$ cat src/rtl/elevator_state_reporter.sv
// Snapshots the elevator controller state on request and streams it as a framed
// word sequence (one field per word, optional trailing checksum) over valid/ready.
module elevator_state_reporter #(
    parameter bit INCLUDE_CHECKSUM = 1'b1
) (
    input  logic       clock,
    input  logic       reset_start_n,
    input  logic       report_req,
    input  logic [1:0] dir_elevator,
    input  logic [5:0] remaining_1,
    input  logic [5:0] remaining_2,
    input  logic [5:0] remaining_3,
    input  logic [5:0] remaining_4,
    input  logic [5:0] remaining_5,
    input  logic [5:0] remaining_6,
    input  logic [5:0] remaining_7,
    input  logic [5:0] boarding_1,
    input  logic [5:0] boarding_2,
    input  logic [2:0] curr_elevator_1,
    input  logic [2:0] curr_elevator_2,
    input  logic       rpt_ready,
    output logic       rpt_valid,
    output logic [7:0] rpt_data,
    output logic [3:0] rpt_index,
    output logic       rpt_last,
    output logic       busy,
    output logic       req_overrun,
    output logic       fsm_state
);

    typedef enum logic {
        IDLE = 1'b0,
        SEND = 1'b1
    } state_t;

    localparam logic [3:0] LAST_IDX = INCLUDE_CHECKSUM ? 4'd12 : 4'd11;

    state_t     state;
    logic [7:0] shadow [12];
    logic [7:0] acc;

    logic       xfer;
    logic [3:0] next_idx;
    logic [7:0] acc_sum;
    logic [7:0] next_word;

    // Handshake: a word moves on a rising edge where rpt_valid & rpt_ready are both 1;
    // otherwise rpt_data/rpt_index/rpt_last hold, and rpt_valid stays up until the last word moves.
    assign xfer     = rpt_valid & rpt_ready;
    assign next_idx = rpt_index + 4'd1;
    assign acc_sum  = acc + rpt_data;
    assign fsm_state = (state == SEND);

    always_comb begin
        next_word = 8'd0;
        case (next_idx)
            4'd0:  next_word = shadow[0];
            4'd1:  next_word = shadow[1];
            4'd2:  next_word = shadow[2];
            4'd3:  next_word = shadow[3];
            4'd4:  next_word = shadow[4];
            4'd5:  next_word = shadow[5];
            4'd6:  next_word = shadow[6];
            4'd7:  next_word = shadow[7];
            4'd8:  next_word = shadow[8];
            4'd9:  next_word = shadow[9];
            4'd10: next_word = shadow[10];
            4'd11: next_word = shadow[11];
            4'd12: next_word = acc_sum;
            default: next_word = 8'd0;
        endcase
    end

    always_ff @(posedge clock or negedge reset_start_n) begin
        if (!reset_start_n) begin
            state       <= IDLE;
            rpt_valid   <= 1'b0;
            rpt_data    <= 8'd0;
            rpt_index   <= 4'd0;
            rpt_last    <= 1'b0;
            busy        <= 1'b0;
            req_overrun <= 1'b0;
            acc         <= 8'd0;
            for (int i = 0; i < 12; i++) shadow[i] <= 8'd0;
        end else begin
            case (state)
                IDLE: begin
                    if (report_req) begin
                        shadow[0]   <= {6'd0, dir_elevator};
                        shadow[1]   <= {2'd0, remaining_1};
                        shadow[2]   <= {2'd0, remaining_2};
                        shadow[3]   <= {2'd0, remaining_3};
                        shadow[4]   <= {2'd0, remaining_4};
                        shadow[5]   <= {2'd0, remaining_5};
                        shadow[6]   <= {2'd0, remaining_6};
                        shadow[7]   <= {2'd0, remaining_7};
                        shadow[8]   <= {2'd0, boarding_1};
                        shadow[9]   <= {2'd0, boarding_2};
                        shadow[10]  <= {5'd0, curr_elevator_1};
                        shadow[11]  <= {5'd0, curr_elevator_2};
                        state       <= SEND;
                        rpt_valid   <= 1'b1;
                        busy        <= 1'b1;
                        rpt_index   <= 4'd0;
                        rpt_data    <= {6'd0, dir_elevator};
                        rpt_last    <= 1'b0;
                        acc         <= 8'd0;
                        req_overrun <= 1'b0;
                    end
                end
                SEND: begin
                    if (report_req) req_overrun <= 1'b1;
                    if (xfer) begin
                        if (rpt_last) begin
                            state     <= IDLE;
                            rpt_valid <= 1'b0;
                            busy      <= 1'b0;
                            rpt_data  <= 8'd0;
                            rpt_index <= 4'd0;
                            rpt_last  <= 1'b0;
                        end else begin
                            // The checksum word itself never reaches here, so acc only sums words 0-11.
                            acc       <= acc_sum;
                            rpt_index <= next_idx;
                            rpt_data  <= next_word;
                            rpt_last  <= (next_idx == LAST_IDX);
                        end
                    end
                end
                default: state <= IDLE;
            endcase
        end
    end

endmodule
$ cat config.mk
export PLATFORM = sky130hd
export DESIGN_NAME = elevator_state_reporter
export DESIGN_NICKNAME = d
export VERILOG_FILES = /design/src/rtl/elevator_state_reporter.sv
export SDC_FILE = /design/constraint.sdc
export NUM_CORES = 1
export LEC_CHECK = 0
export CORE_UTILIZATION = 47
export CTS_CLUSTER_DIAMETER = 150
export DETAILED_ROUTE_END_ITERATION = 8
export GPL_ROUTABILITY_DRIVEN = 0
export GPL_TIMING_DRIVEN = 0
export PLACE_DENSITY = 0.77
export SETUP_SLACK_MARGIN = 0.05
export SLEW_MARGIN = 20
export SYNTH_ARGS = -nofsm -noshare
export SYNTH_HDL_FRONTEND = slang
export SYNTH_SLANG_ARGS = --single-unit
$ cat constraint.sdc
create_clock -name clock -period 1.95 [get_ports clock]
set_input_delay 0.39 -clock clock [delete_from_list [all_inputs] [get_ports clock]]
set_output_delay 0.39 -clock clock [all_outputs]
set_load 0.01 [all_outputs]
# Yosys cells after proc, flatten, opt, wreduce, memory -nomap -nowiden
# Index checks and enable logic that the tools add are counted.
# totals
ff_bits	86
input_bits	66
output_inout_bits	17
# op_classes
addsub	2
eq_ne	17
n_mux	26
n_bitwise	2
n_reduce_logical	6
# op_table
op	n
one-hot mux 8 bit (13 select lines)	1
2-to-1 mux 8 bit	6
one-hot mux 8 bit (2 select lines)	2
== test 4 bit (second input constant)	5
== test 4 x 3 -> 1 bit (second input constant)	4
2-to-1 mux 4 bit	3
2-to-1 mux 1 bit	9
adder 8 bit	1
== test 4 x 2 -> 1 bit (second input constant)	2
inequality test 2 bit (second input constant)	4
one-hot mux 1 bit (2 select lines)	4
one-hot mux 4 bit (2 select lines)	1
AND reduction 2 bit	3
AND reduction 3 bit	2
adder 4 x 1 -> 4 bit (second input constant)	1
== test 4 x 1 -> 1 bit (second input constant)	1
logical NOT 4 bit	1
inequality test 2 x 1 -> 1 bit (second input constant)	1
AND 1 bit	1
inverter 1 bit	1

# Longest topological paths before layout
# depth
depth_word	6
ltp_mapped	9
mapped_depth_nobuf	8

# Least setup slack after synthesis
# Ideal clock, no wire load.
# synth_timing
kind	register to register
start	register rpt_index[0]
end	register rpt_data[0]
setup_ns	0.134
arrival_ns	2.040
slack_ns	-0.224
path_stages_with_launch	9
n_path_buf	1
period_less_slack_ns	2.174
cell_sequence	dfrtp_1 -> ha_1 -> buf_6 -> xnor2_4 -> mux2_4 -> a222oi_1 -> a21oi_1 -> a211oi_1 -> o21ai_1
# synth_via
elab_chain_cells	6
# synth_rtl
element	line	source
from (decl)	24	output logic [3:0] rpt_index,
from (signal assigned)	124	rpt_index <= next_idx;
adder 4 x 1 -> 4 bit *	50	assign next_idx = rpt_index + 4'd1;
== test 4 bit, or another cell as far along	56	case (next_idx)
one-hot mux 8 bit (13 select lines) *	56	
2-to-1 mux 8 bit *	114	if (rpt_last) begin
2-to-1 mux 8 bit *	113	if (xfer) begin
one-hot mux 8 bit (2 select lines) *	86	case (state)
to (signal assigned)	105	rpt_data <= {6'd0, dir_elevator};
to (signal assigned)	125	rpt_data <= next_word;
to (decl)	23	output logic [7:0] rpt_data,
# Every way passes the cells marked *; elsewhere a longest branch is shown, timed or not. The select of a mux whose other input is x is not followed.
# A chain may end at the register's enable or synchronous reset.

# Final worst setup path
# layout_timing
start	register rpt_index[1]
end	register rpt_data[2]
# Same word-level chain as after synthesis.

==> summary.txt <==
======================================================================================
Period minus WS final ...................................................      2220 ps
Inserted Clock Buffers ..................................................            9
Core Area ............................................................... 0.00876 mm^2
Worst-skew pair later-pin latency .......................................       360 ps
Vias in the first global route ..........................................        4,092
Clock net sink count ....................................................           86
Synth Area per Inst .....................................................    8.62 um^2
Unrepaired setup endpoints after global routing .........................          yes
Most common flop cell mapped by yosys ...................................      dfrtp_1
Simple-gate share of the synthesized area ...............................        0.238
Share of the synthesized area in compound gates (AO/OA/AOI/OAI) .........        0.132
Number of antenna violations at the first check in global routing .......            0
Overall die width .......................................................      97.3 um
Total wire length after detailed routing ................................      12.9 mm
Count of buffers from port buffering ....................................           81
Status .................................................................. finished, violations left
Arrival @ worst endpoint ................................................      2440 ps
Number of optimization iterations in the first detailed-route pass ......            6
Register area ........................................................... 0.00216 mm^2
Most common cell in the synthesized netlist .............................      nand2_1
Total power per unit cell area .......................................... 1220 mW/mm^2
Clock network fraction of total power ...................................        0.185
Flop pwr share ..........................................................        0.377
Worst R2R Path Depth ....................................................            8
Avg WL per Cell .........................................................      17.7 um
Worst clock skew ........................................................      9.30 ps
Violated checks ......................................................... negative setup slack
Leakage Power ...........................................................      2.84 nW
Global-route wire length before repair ..................................      19.8 mm
Count of placed standard cells including taps ...........................          685
Final Hold Viols ........................................................            0
Total I/O pin count .....................................................           83
Cell at the slowest stage of the critical path ..........................     a222oi_1
Pin slew with the least headroom to its limit ...........................       536 ps
Synth Instances .........................................................          495
Req. time, crit path ....................................................      2170 ps
Share of the clock period used by the worst path ........................         1.14
Clock slew at the register clock pins of the worst setup and hold paths .        80 ps
Peak VDD IR .............................................................       507 uV
Cell family contributing the most delay on the critical path ............ compound AO/OA/AOI/OAI gates
Adder-Cell Fraction of Synth Area .......................................       0.0399
Height of the die .......................................................      97.3 um
Flop and latch count out of synthesis ...................................           86
Fill cell instance count of the final layout ............................          661
Die footprint ........................................................... 0.00947 mm^2
Launch instance of the worst register-to-register path .................. rpt_index[1]$_DFFE_PN0P_
Leading cell types by total area after synthesis ........................ dfrtp_1 (50%), nand2_1 (19%), ha_1 (3.5%)
Hold endpoint ........................................................... busy$_DFFE_PN0P_
Count of cells along the worst hold path ................................            3
Xor/xnor share of the synthesized area ..................................       0.0290
DRC violation count after routing .......................................            0
TritonCTS clock tree ....................................................          yes
Unique cell type count in the Yosys netlist .............................           46
Sw Pwr ..................................................................      2.77 mW
Dpl hpwl ................................................................      8.32 mm
Post-synthesis mux area share ...........................................       0.0161
Final net count .........................................................          697
Total vias in the final route ...........................................        4,157
Ratio of cells with drive above 1 in the final layout ...................        0.183
Minimum setup slack among reg-to-reg paths ..............................      -270 ps
Layout overhead on the synthesized area .................................        42.5%
Worst Path Class, Setup .................................................      reg2reg
Yosys synthesis warning count ...........................................            0
Max-slew violation count ................................................            0
Most area-hungry cell type in the Yosys netlist .........................      dfrtp_1
Crit path buffers/inverters .............................................            3
Post-Syn Nets ...........................................................          574
Int Power ...............................................................      4.67 mW
EDFF count, synth .......................................................            0
Number of violations of the max-capacitance limit .......................            0
Critical Path, Cell by Cell ............................................. buf_4 > inv_2 > ha_4 > buf_8 > a222oi_1 > a21oi_1 > a221oi_2 > o211ai_1
Worst-path maximum fanout ...............................................            9
Hold_sp .................................................................   report_req
Deepest clock path buffer count .........................................            2
Combinational fraction of design power ..................................        0.438
Synthesized area ........................................................ 0.00427 mm^2
Grt ovf .................................................................            0
Global-route usage over all layers ......................................        0.262
Number of nets with antenna violations after detailed routing ...........            0
Final number of setup-violating endpoints ...............................            8
Ranking of synthesized cells by instance count .......................... nand2_1 (217), dfrtp_1 (86), clkbuf_1 (25), nand3_1 (20), o21ai_0 (16)
Fraction of registers with async set or reset after synthesis ...........         1.00
PnR worst setup slack ...................................................      -269 ps
Largest net degree at the start of global routing .......................           60
Nature of the critical path endpoint ....................................         flop
Fraction of power spent switching nets ..................................        0.373
Maximum clock rate ......................................................      451 MHz
Biggest cell delay along the critical path ..............................       490 ps
Post-synthesis sequential area ratio ....................................        0.504
Worst setup timing slack at the placement stage .........................      -516 ps
Multi-input gate area ................................................... 0.00224 mm^2
Critical Path Source Type ...............................................         flop
Drt initial violations ..................................................          422
Antenna cells ...........................................................            0
Headroom to the max-slew limit ..........................................        0.642
Post-DR vias/cell .......................................................         5.69
Clock tree root driver cell .............................................     clkbuf_8
Endpoint of the most critical register-to-register path ................. rpt_data[2]$_DFFE_PN0P_
Final Non-Filler Cells ..................................................          731
Number of core rows .....................................................           34
Dominant combinational cell family by area after synthesis .............. simple AND/OR/NAND/NOR gates
Share of the synthesized area in the top cell type ......................        0.504
HP Class ................................................................       in2reg
Initial cell density of the core ........................................        0.487
CTS H-Tree Depth ........................................................            3
======================================================================================
## state kept, by name, summed over array words and instances (netlist names)
register	flops
rpt_data	8
acc	8
rpt_last	1
fsm_state	1
rpt_index	4
req_overrun	1
busy	1
shadow	62
## metal layers
layer  up-vias  track usage  share of wire  wire length, um
met3        59       0.0338          0.062              804
met2       209        0.428           0.48             6190
li1       1898            -              -                -
met1      1991        0.357           0.41             5360
met5         -            0              0                0
met4         0        0.102          0.044              573
## how the worst max path moves through the flow
stage / startpoint / to / slack (ps) / depth (start not counted)
6_report: rpt_index[1]$_DFFE_PN0P_ / rpt_data[2]$_DFFE_PN0P_ / -270 / 8
5_1_grt: rpt_index[1]$_DFFE_PN0P_ / rpt_data[2]$_DFFE_PN0P_ / -270 / 8
4_1_cts: rpt_index[0]$_DFFE_PN0P_ / rpt_data[0]$_DFFE_PN0P_ / -140 / 7
3_5_place_dp: rpt_index[0]$_DFFE_PN0P_ / rpt_data[1]$_DFFE_PN0P_ / -520 / 8
3_3_place_gp: reset_start_n / rpt_index[1]$_DFFE_PN0P_ / -2800 / 1
2_1_floorplan: rpt_index[1]$_DFFE_PN0P_ / rpt_data[0]$_DFFE_PN0P_ / -70 / 8
## stage by stage
step           setup TNS [ps]  power, mW   util  area [um^2]  hold slack, ps
2_1_floorplan           -73.4       4.17      -         4280            94.4
3_3_place_gp          -217630       5.02  0.597         5230             459
3_5_place_dp            -3630       5.11  0.600         5250             343
4_1_cts                  -651       6.77  0.651         5700             415
5_1_grt                 -1540       7.81  0.694         6080             482
6_report                -1050       7.44  0.694         6080             433
## cell families (layout without fill, tap and decap cells)
logic type               after synthesis  after routing
multiplexers                           6              6
XOR/XNOR                              12             12
flip-flops                            86             86
AO/OA/AOI/OAI                         81             81
AND/OR/NAND/NOR                      257            257
adder cells (fa/ha/maj)               13             13
buffers and inverters                 40            168
## final cells by class
| class | count | share of cell area |
|---|---|---|
| plain buffers | 30 | 0.0294 |
| clock buffers | 13 | 0.0245 |
| clock inverters | 3 | 0.0111 |
| inverters | 5 | 0.00309 |
| multi-input cells | 369 | 0.368 |
| flip-flops and latches | 86 | 0.354 |
| well taps | 108 | 0.0222 |
| repair buffers | 117 | 0.187 |
## power by group through the flow
stage / clock network [mW] / logic [mW] / registers [mW]
after floorplan: 0 / 1.48 / 2.70
after detailed placement: 0 / 2.32 / 2.80
after CTS: 1.38 / 2.63 / 2.76
final: 1.38 / 3.26 / 2.80
after global routing: 1.46 / 3.50 / 2.85
after global placement: 0 / 2.24 / 2.78
## placed cells by master, fill, tap and decap left out, types with 4 or more instances in the layout
master           synthesis  layout
nand2_1                217     216
ha_4                     0       7
xor2_1                   7       4
dfrtp_1                 86      83
o21ai_0                 16      12
inv_1                    5       4
a22o_1                   4       4
ha_1                    12       4
clkdlybuf4s50_1          0      80
buf_4                    3      30
a22oi_1                  8       7
nor2_1                   7       7
nand3_1                 20      18
a21oi_1                 13       7
buf_6                    1       9
o21ai_1                  2       4
a21oi_2                  0       5
clkbuf_8                 0      11
a222oi_1                 6       6
clkbuf_1                25      18
buf_2                    5       4
## worst reg2reg max path: stages (launching register included)
cell      delay (ps)
dfrtp_2          450
buf_4            140
inv_2             60
ha_4             190
buf_8            150
a222oi_1         490
a21oi_1          200
a221oi_2         280
o211ai_1         120
## what timing repair did
action                                  in CTS  in global routing
setup buffers                               15                 18
resized for setup                           35                 49
gates cloned                                 0                  1
endpoints found under the setup margin      15                 59
hold endpoints to repair                    27                  0
hold buffers                                 1                  0
pin swaps                                   17                 25
(Power assumes the default switching activity.)
